--- src/rtl/fetch_unit.sv ---
// Instruction fetch: owns the PC, drives instruction memory, registers the word for decode.
// Latency: 1 cycle from pc/im_addr to instr_out; 1 instruction/cycle while instr_ready is high.
// Backpressure: instr_valid && !instr_ready holds pc and outputs; a redirect still flushes the held word.
module fetch_unit #(
  parameter int                ADDR_W    = 6,
  parameter int                INSTR_W   = 23,
  parameter logic [ADDR_W-1:0] LAST_ADDR = {ADDR_W{1'b1}}
) (
  input  logic               clk,
  input  logic               rst_n,
  input  logic               start,
  input  logic               halt_req,
  input  logic               redirect_en,
  input  logic [ADDR_W-1:0]  redirect_addr,
  output logic [ADDR_W-1:0]  im_addr,
  input  logic [INSTR_W-1:0] im_code,
  output logic [INSTR_W-1:0] instr_out,
  output logic [ADDR_W-1:0]  instr_pc,
  output logic               instr_valid,
  input  logic               instr_ready,
  output logic               busy,
  output logic [1:0]         state_o
);

  typedef enum logic [1:0] {
    IDLE   = 2'd0,
    FETCH  = 2'd1,
    HALTED = 2'd2
  } state_t;

  state_t            state;
  logic [ADDR_W-1:0] pc;
  logic              can_load;
  logic              xfer;

  // Output register is free when empty or being drained this cycle.
  assign can_load = !instr_valid || instr_ready;
  assign xfer     = instr_valid && instr_ready;

  // Memory is addressed straight from the PC in every state.
  assign im_addr = pc;
  assign busy    = (state == FETCH);
  assign state_o = state;

  // Fetch FSM: PC, output register and state updated together; redirect > halt > fetch.
  always_ff @(posedge clk) begin
    if (!rst_n) begin
      state       <= IDLE;
      pc          <= '0;
      instr_out   <= '0;
      instr_pc    <= '0;
      instr_valid <= 1'b0;
    end else begin
      // A completed handshake empties the register unless a capture refills it below.
      if (xfer) begin
        instr_valid <= 1'b0;
      end

      case (state)
        IDLE: begin
          if (start) begin
            state <= FETCH;
          end
        end

        FETCH: begin
          if (redirect_en) begin
            // Flush discards the buffered word even if decode never took it.
            pc          <= redirect_addr;
            instr_valid <= 1'b0;
          end else if (halt_req) begin
            state <= HALTED;
          end else if (can_load) begin
            instr_out   <= im_code;
            instr_pc    <= pc;
            instr_valid <= 1'b1;
            pc          <= pc + ADDR_W'(1);
            if (pc == LAST_ADDR) begin
              state <= HALTED;
            end
          end
        end

        HALTED: begin
          // Redirect while halted only repositions the PC; a later start resumes there.
          if (redirect_en) begin
            pc          <= redirect_addr;
            instr_valid <= 1'b0;
          end else if (start) begin
            state <= FETCH;
          end
        end

        default: begin
          state <= IDLE;
        end
      endcase
    end
  end

endmodule

--- config.mk ---
export PLATFORM = sky130hd
export DESIGN_NAME = fetch_unit
export DESIGN_NICKNAME = d
export VERILOG_FILES = /design/src/rtl/fetch_unit.sv
export SDC_FILE = /design/constraint.sdc
export NUM_CORES = 1
export LEC_CHECK = 0
export ABC_AREA = 0
export CAP_MARGIN = 20
export CORE_UTILIZATION = 35
export CTS_CLUSTER_SIZE = 8
export DETAILED_ROUTE_END_ITERATION = 8
export HOLD_SLACK_MARGIN = 0.02
export PLACE_DENSITY = 0.73
export SYNTH_ARGS = -nofsm -noshare
export SYNTH_HDL_FRONTEND = slang
export SYNTH_SLANG_ARGS = --single-unit
--- constraint.sdc ---
create_clock -name clk -period 3.5 [get_ports clk]
set_input_delay 0.525 -clock clk [delete_from_list [all_inputs] [get_ports clk]]
set_output_delay 0.525 -clock clk [all_outputs]
set_load 0.01 [all_outputs]
==> results of run 1 <==
layout by cell type, fill, tap and decap left out, types with 2 or more instances in the layout:
| cell | Yosys | final |
|---|---|---|
| sky130_fd_sc_hd__o211ai_1 | 2 | 2 |
| sky130_fd_sc_hd__a21oi_1 | 35 | 35 |
| sky130_fd_sc_hd__nand2_1 | 64 | 64 |
| sky130_fd_sc_hd__o21ai_0 | 7 | 7 |
| sky130_fd_sc_hd__a31oi_1 | 2 | 2 |
| sky130_fd_sc_hd__ha_1 | 6 | 6 |
| sky130_fd_sc_hd__o311ai_0 | 3 | 3 |
| sky130_fd_sc_hd__o31ai_1 | 4 | 4 |
| sky130_fd_sc_hd__dfxtp_1 | 38 | 38 |
| sky130_fd_sc_hd__clkbuf_8 | 0 | 6 |
| sky130_fd_sc_hd__buf_4 | 1 | 2 |
| sky130_fd_sc_hd__or4_1 | 2 | 2 |
| sky130_fd_sc_hd__inv_1 | 3 | 3 |
| sky130_fd_sc_hd__nor3b_1 | 2 | 2 |
| sky130_fd_sc_hd__clkdlybuf4s50_1 | 0 | 73 |
| sky130_fd_sc_hd__nor2_1 | 6 | 6 |
state kept, by name (all words and copies together), names as in the netlist:
register	cells
state_o	2
instr_valid	1
instr_out	23
im_addr	6
instr_pc	6
per-layer routing:
metal	global-route usage	vias up
li1	-	828
met1	0.209	758
met2	0.265	60
met3	0.0491	8
met4	0.0778	0
met5	0	-
worst paths after layout:
kind / end
max reg2reg: instr_pc[2]
min: instr_out[20]
max: instr_pc[2]
min reg2reg: instr_out[20]
synth_stat cells (all sizes together), types with 2 or more instances:
library cell and number:
ha 6, buf 6, inv 3, o211ai 2, o31ai 4, a31oi 2, clkbuf 6, nor3b 2
or2 2, a21oi 35, nor2 6, dfxtp 38, nand2 64, or4 2, o21ai 7, o311ai 3
worst max-delay path, delay by kind of cell:
family	cells	cell delay, ns
and+or+nand+nor	3	1.23
buffers and inverters	1	0.49
AOI/OAI and AO/OA	1	0.08
metrics by stage:
stage	hold WS [ns]	util
6_report	0.453	0.556
3_3_place_gp	0.441	0.536
5_1_grt	0.470	0.556
2_1_floorplan	0.481	-
3_5_place_dp	0.446	0.536
4_1_cts	0.456	0.556
cells by family after synthesis:
family                     after synthesis
and+or+nand+nor                         84
AOI/OAI and AO/OA                       57
DFF                                     38
buffers and inverters                   16
adders and majority gates                6
muxes                                    1
report_power, final:
| part | switching, mW | leakage (nW) | internal [mW] |
|---|---|---|---|
| Clock | 0.146 | 0.0482 | 0.159 |
| Combinational | 0.197 | 0.484 | 0.195 |
| Sequential | 0.0491 | 0.308 | 0.477 |
| Total | 0.392 | 0.840 | 0.831 |
area by class of cell:
cell class / count / area, sq um
tap: 52 / 65.1
clock inverter: 1 / 5.00
fill: 426 / 1960
multi-input combinational: 148 / 778
sequential: 38 / 761
clock buffer: 7 / 86.3
timing repair buffer: 75 / 746
inverter: 4 / 15.0
==> impl_summary.log, run 1 <==
INFO  metric run_status = finished clean
INFO  metric critPathArrivalTime = 2.34 ns
INFO  metric place_worst_setup_slack = 1.04 ns
INFO  metric postSynthCellCount = 202
INFO  metric vias_after_detailed_routing = 1654
INFO  metric crit_path_start = redirect_en
INFO  metric slowest_stage = sky130_fd_sc_hd__nand2_1
INFO  metric rsz0062_at_grt = no
INFO  metric worst_setup_hold_path_clk_slew = 0.07 ns
INFO  metric final-instance-count-excl-fill = 325
INFO  metric top_layer_used = met4
INFO  metric critPathMostFrequentCell = sky130_fd_sc_hd__nand2_1
INFO  metric path_max_fanout = 29
INFO  metric critical_path.cell_chain = clkdlybuf4s50_1, nor3b_1, nand2_1, nand2_1, a21oi_1
INFO  metric rr_startpoint = state_o[1]
INFO  metric die_area = 4910 sq um
INFO  metric drive_gt1_frac = 0.0476
INFO  metric placedCellCount = 317
INFO  metric die_width = 70.1 um
INFO  metric finalPower = 1.22 mW
INFO  metric synth_ff_type = sky130_fd_sc_hd__dfxtp_1
INFO  metric worst-endpoint-required = 3.66 ns
INFO  metric r2r_slack = 1.34 ns
INFO  metric main_combinational_cell_family_by_area_after_synthesis = simple AND/OR/NAND/NOR gates
INFO  metric detailedRoute.firstIterationViolations = 37
INFO  metric largest_net_degree_at_the_start_of_global_routing = 30
INFO  metric setup_ws_post_layout = 1.32 ns
INFO  metric postCtsResizedCells = 0
INFO  metric post_cts.repair.setup_buffers = 0
INFO  metric worst_skew_pair.late_latency = 0.28 ns
INFO  metric post-route-cell-area = 2460 sq um
INFO  metric cts_buffers = 5
INFO  metric ys_ff_latch = 38
INFO  metric crit_type = primary input to register
INFO  metric cp_slowest_stage_delay = 0.64 ns
INFO  metric drtAntennaViolNets = 0
INFO  metric worst_clock_skew = 0.00179 ns
INFO  metric ys_warn_count = 0
INFO  metric effective_utilization_at_floorplan = 0.367
INFO  metric routed_vias_inst = 5.09
INFO  metric synth_top_cell_area_share = 0.469
INFO  metric yosys.area_share.adder = 0.0463
INFO  metric globalRouteOverflowTotal = 0
INFO  metric areaGrowthSynthToFinish = 51.5%
INFO  metric worst_slew_margin_rel = 0.350
INFO  metric synth.lib_cells_used.distinct = 33
INFO  metric met2WireLength = 1.82 mm
INFO  metric met1_length = 1.89 mm
INFO  metric hold_viol = 0
INFO  metric cts-root-buf = sky130_fd_sc_hd__clkbuf_8
INFO  metric dr.pass1.iters = 4
INFO  metric synth_compound_area_frac = 0.204
INFO  metric gr-usage-all-layers = 0.167
INFO  metric grt_pass1_wl = 6.63 mm
INFO  metric synth_top_area_cell = sky130_fd_sc_hd__dfxtp_1
INFO  metric fin_setup_tns = 0 ns
INFO  metric wl = 4.08 mm
INFO  metric synth-seq-area-share = 0.469
INFO  metric synth.top_cells.by_area = sky130_fd_sc_hd__dfxtp_1 (47%), sky130_fd_sc_hd__nand2_1 (15%), sky130_fd_sc_hd__a21oi_1 (11%)
INFO  metric port_buffers = 73
INFO  metric end_kind = register
INFO  metric netlist_area = 1620 sq um
INFO  metric min-delay-path-class = register to register
INFO  metric max-clock-path-buffers = 2
INFO  metric start_kind = primary input
INFO  metric async_reset_ff_frac = 0
INFO  metric hpwl = 2.92 mm
INFO  metric power_density = 498 nW/um^2
INFO  metric grt_pass1_vias = 1470
INFO  metric drt-wirelength-per-cell = 12.6 um
INFO  metric setup_violations = 0
INFO  metric hp-start = instr_out[20]
INFO  metric achievable-frequency = 0.458 GHz
INFO  metric post_synth_xor_area_fraction = 0
INFO  metric avgSynthCellArea = 8.03 sq um
INFO  metric final-max-slew-violation-count = 0
INFO  metric hold_depth = 2
INFO  metric synth-edff-count = 0
INFO  metric vdd_ir_drop_max = 228 uV
INFO  metric cts_sinks = 38
INFO  metric cts-htree-levels = 2
INFO  metric clock_tree_from_tritoncts = built
INFO  metric die_h = 70.1 um
INFO  metric worst_pin_slew = 0.972 ns
INFO  metric placeableCoreArea = 4410 sq um
INFO  metric antenna_found_initial = 0
INFO  metric min_period_over_period = 0.624
INFO  metric place.gp.congestion = 0.816
INFO  metric top_level_ports = 74
INFO  metric finalNetCount = 313
INFO  metric synthSimpleGateAreaFrac = 0.223
INFO  metric ff2ff_path_depth = 6
INFO  metric muxShareOfSynthArea = 0.00617
INFO  metric synthesis.nets = 243
INFO  metric drc = 0
INFO  metric power.leakage = 0.840 nW
INFO  metric met3RoutedLength = 287 um
INFO  metric n_antenna_cell = 0
INFO  metric drv_cap = 0
INFO  metric placedInstanceArea = 2360 sq um
INFO  metric period_minus_slack = 2.18 ns
INFO  metric rows = 24
INFO  metric holdBufCountCts = 0
Note: power is estimated with default switching activity, not from simulation.
==> run 2: changes to the inputs <==
PLACE_DENSITY = 0.76   (was 0.73)
clock period = 2 ns   (was 3.5 ns; I/O delays follow)
==> run 2 against run 1 <==
Effect of this change: first-iteration DRC count increased to 2.5 times the previous value; global-route usage increased by 0.53 points; non-clock buffer count increased by 8; power increased by 80%; register-to-register slack got worse by 1.2 ns; routed wire length increased by 1.7%; sequential cell count unchanged; clock power increased by 78%.
==> impl_summary.log, run 2 (synthesis gave the netlist of run 1 again) <==
INFO  metric worst_pin_slew = 0.523 ns (-0.449 ns)
INFO  metric grt_pass1_wl = 6.79 mm (+2.4%)
INFO  metric finalNetCount = 321 (+2.6%)
INFO  metric drtAntennaViolNets = 0 (unchanged)
INFO  metric setup_violations = 0 (unchanged)
INFO  metric cts-htree-levels = 2 (unchanged)
INFO  metric start_kind = register
INFO  metric worst-endpoint-required = 1.70 ns (-1.96 ns)
INFO  metric cts_buffers = 5 (unchanged)
INFO  metric end_kind = primary output
INFO  metric fin_setup_tns = 0 ns (unchanged)
INFO  metric drc = 0 (unchanged)
INFO  metric port_buffers = 73 (unchanged)
INFO  metric nFillCells = 428 (+0.47%)
INFO  metric areaGrowthSynthToFinish = 56.2%
INFO  metric cts_sinks = 38 (unchanged)
INFO  metric slowest_stage = sky130_fd_sc_hd__clkdlybuf4s50_1
INFO  metric period_minus_slack = 1.87 ns
INFO  metric power_density = 871 nW/um^2 (+75%)
INFO  metric min-delay-path-class = register to register
INFO  metric detailedRoute.firstIterationViolations = 94 (+150%)
INFO  metric placedInstanceArea = 2440 sq um (+3.1%)
INFO  metric wl = 4.15 mm (+1.7%)
INFO  metric vias_after_detailed_routing = 1653 (-0.060%)
INFO  metric achievable-frequency = 0.534 GHz
INFO  metric antenna_found_initial = 0 (unchanged)
INFO  metric drv_cap = 0 (unchanged)
INFO  metric place.gp.congestion = 0.870 (+6.6%)
INFO  metric final-max-slew-violation-count = 0 (unchanged)
INFO  metric top_level_ports = 74 (unchanged)
INFO  metric crit_type = register to primary output
INFO  metric placeableCoreArea = 4410 sq um (unchanged)
INFO  metric largest_net_degree_at_the_start_of_global_routing = 30 (unchanged)
INFO  metric seq_cell_area = 761 sq um (unchanged)
INFO  metric n_antenna_cell = 0 (unchanged)
INFO  metric run_status = finished clean
INFO  metric cp_slowest_stage_delay = 0.57 ns (-0.07 ns)
INFO  metric r2r_slack = 0.16 ns (-1.18 ns)
INFO  metric path_max_fanout = 6 (-79%)
INFO  metric die_width = 70.1 um (unchanged)
INFO  metric gr-usage-all-layers = 0.173 (+0.00528)
INFO  metric routed_vias_inst = 4.96 (-2.5%)
INFO  metric power.leakage = 0.881 nW (+4.9%)
INFO  metric hold_slack = 0.454 ns (+0.000573 ns)
INFO  metric place_worst_setup_slack = 0.0883 ns (-0.951 ns)
INFO  metric critPathArrivalTime = 1.57 ns (-0.77 ns)
INFO  metric final-instance-count-excl-fill = 333 (+2.5%)
INFO  metric final_cell_mix = sky130_fd_sc_hd__clkdlybuf4s50_1 (73), sky130_fd_sc_hd__nand2_1 (64), sky130_fd_sc_hd__dfxtp_1 (38), sky130_fd_sc_hd__a21oi_1 (35), sky130_fd_sc_hd__buf_4 (9)
INFO  metric hold_viol = 0 (unchanged)
INFO  metric grt_pass1_vias = 1562 (+6.3%)
INFO  metric rsz0062_at_grt = no
INFO  metric placedCellCount = 325 (+2.5%)
INFO  metric cts-root-buf = sky130_fd_sc_hd__clkbuf_8
INFO  metric vdd_ir_drop_max = 546 uV (+140%)
INFO  metric mostFrequentLayoutCell = sky130_fd_sc_hd__clkdlybuf4s50_1
INFO  metric worst_clock_skew = 0.00876 ns (+0.00698 ns)
INFO  metric drive_gt1_frac = 0.0783 (+0.0307)
INFO  metric post_cts.repair.setup_buffers = 0 (unchanged)
INFO  metric holdBufCountCts = 0 (unchanged)
INFO  metric globalRouteOverflowTotal = 0 (unchanged)
INFO  metric critical_path.cell_chain = inv_1, ha_1, clkdlybuf4s50_1
INFO  metric worst_setup_hold_path_clk_slew = 0.07 ns (about the same)
INFO  metric dr.pass1.iters = 4 (unchanged)
INFO  metric worst_slew_margin_rel = 0.651 (+0.301)
INFO  metric max-clock-path-buffers = 2 (unchanged)
INFO  metric multi_input_area = 778 sq um (unchanged)
INFO  metric postCtsResizedCells = 0 (unchanged)
INFO  metric clock_tree_from_tritoncts = built
INFO  metric worst_skew_pair.late_latency = 0.29 ns (about the same)
INFO  metric effective_utilization_at_floorplan = 0.367 (unchanged)
INFO  metric top_register = instr_out
INFO  metric drt-wirelength-per-cell = 12.5 um (-0.75%)
INFO  metric setup_ws_post_layout = 0.128 ns (-1.19 ns)
INFO  metric die_h = 70.1 um (unchanged)
INFO  metric hpwl = 3.00 mm (+2.5%)
INFO  metric rows = 24 (unchanged)
INFO  metric min_period_over_period = 0.936
INFO  metric die_area = 4910 sq um (unchanged)
INFO  metric largest_register_ffs = 23 (unchanged)
INFO  metric post-route-cell-area = 2530 sq um (+3.1%)
run 2: final cells by class:
cell class,count,share of cell area
Multi-Input combinational cell,148,0.307
Clock inverter,2,0.00494
Timing Repair Buffer,83,0.323
Clock buffer,6,0.0326
Sequential cell,38,0.300
Inverter,4,0.00593
Tap cell,52,0.0257
run 2: final timing paths:
path	start	cells past startpoint	end
max reg2reg	state_o[1]	6	state_o[0]
min reg2reg	instr_out[12]	2	instr_out[12]
min	instr_out[12]	2	instr_out[12]
max	state_o[1]	3	busy
run 2: worst max-delay path: cells and delay by family (launching register included):
kind	cells	cell delay (ns)
buffers and inverters	2	0.68
flip-flops	1	0.35
adder cells (fa/ha/maj)	1	0.26
run 2: power breakdown:
part / internal (mW) / total, mW / switching [mW]
combinational: 0.387 / 0.768 / 0.380
sequential: 0.834 / 0.895 / 0.0616
clock: 0.277 / 0.542 / 0.265
total: 1.50 / 2.21 / 0.707
run 2: through the flow:
stage,utilization,power [mW]
final,0.574,2.21
after global routing,0.574,2.35
after CTS,0.574,2.23
after detailed placement,0.552,1.68
after global placement,0.552,1.66
after floorplan,-,1.31
run 2: routing by layer:
| metal | GRT usage | part of all wire | wire length (um) | vias up |
|---|---|---|---|---|
| met5 | 0 | 0 | 0 | - |
| met4 | 0.0844 | 0.011 | 45 | 0 |
| met3 | 0.0390 | 0.063 | 260 | 6 |
| met2 | 0.293 | 0.48 | 2000 | 70 |
| met1 | 0.205 | 0.44 | 1840 | 731 |
| li1 | - | - | - | 846 |
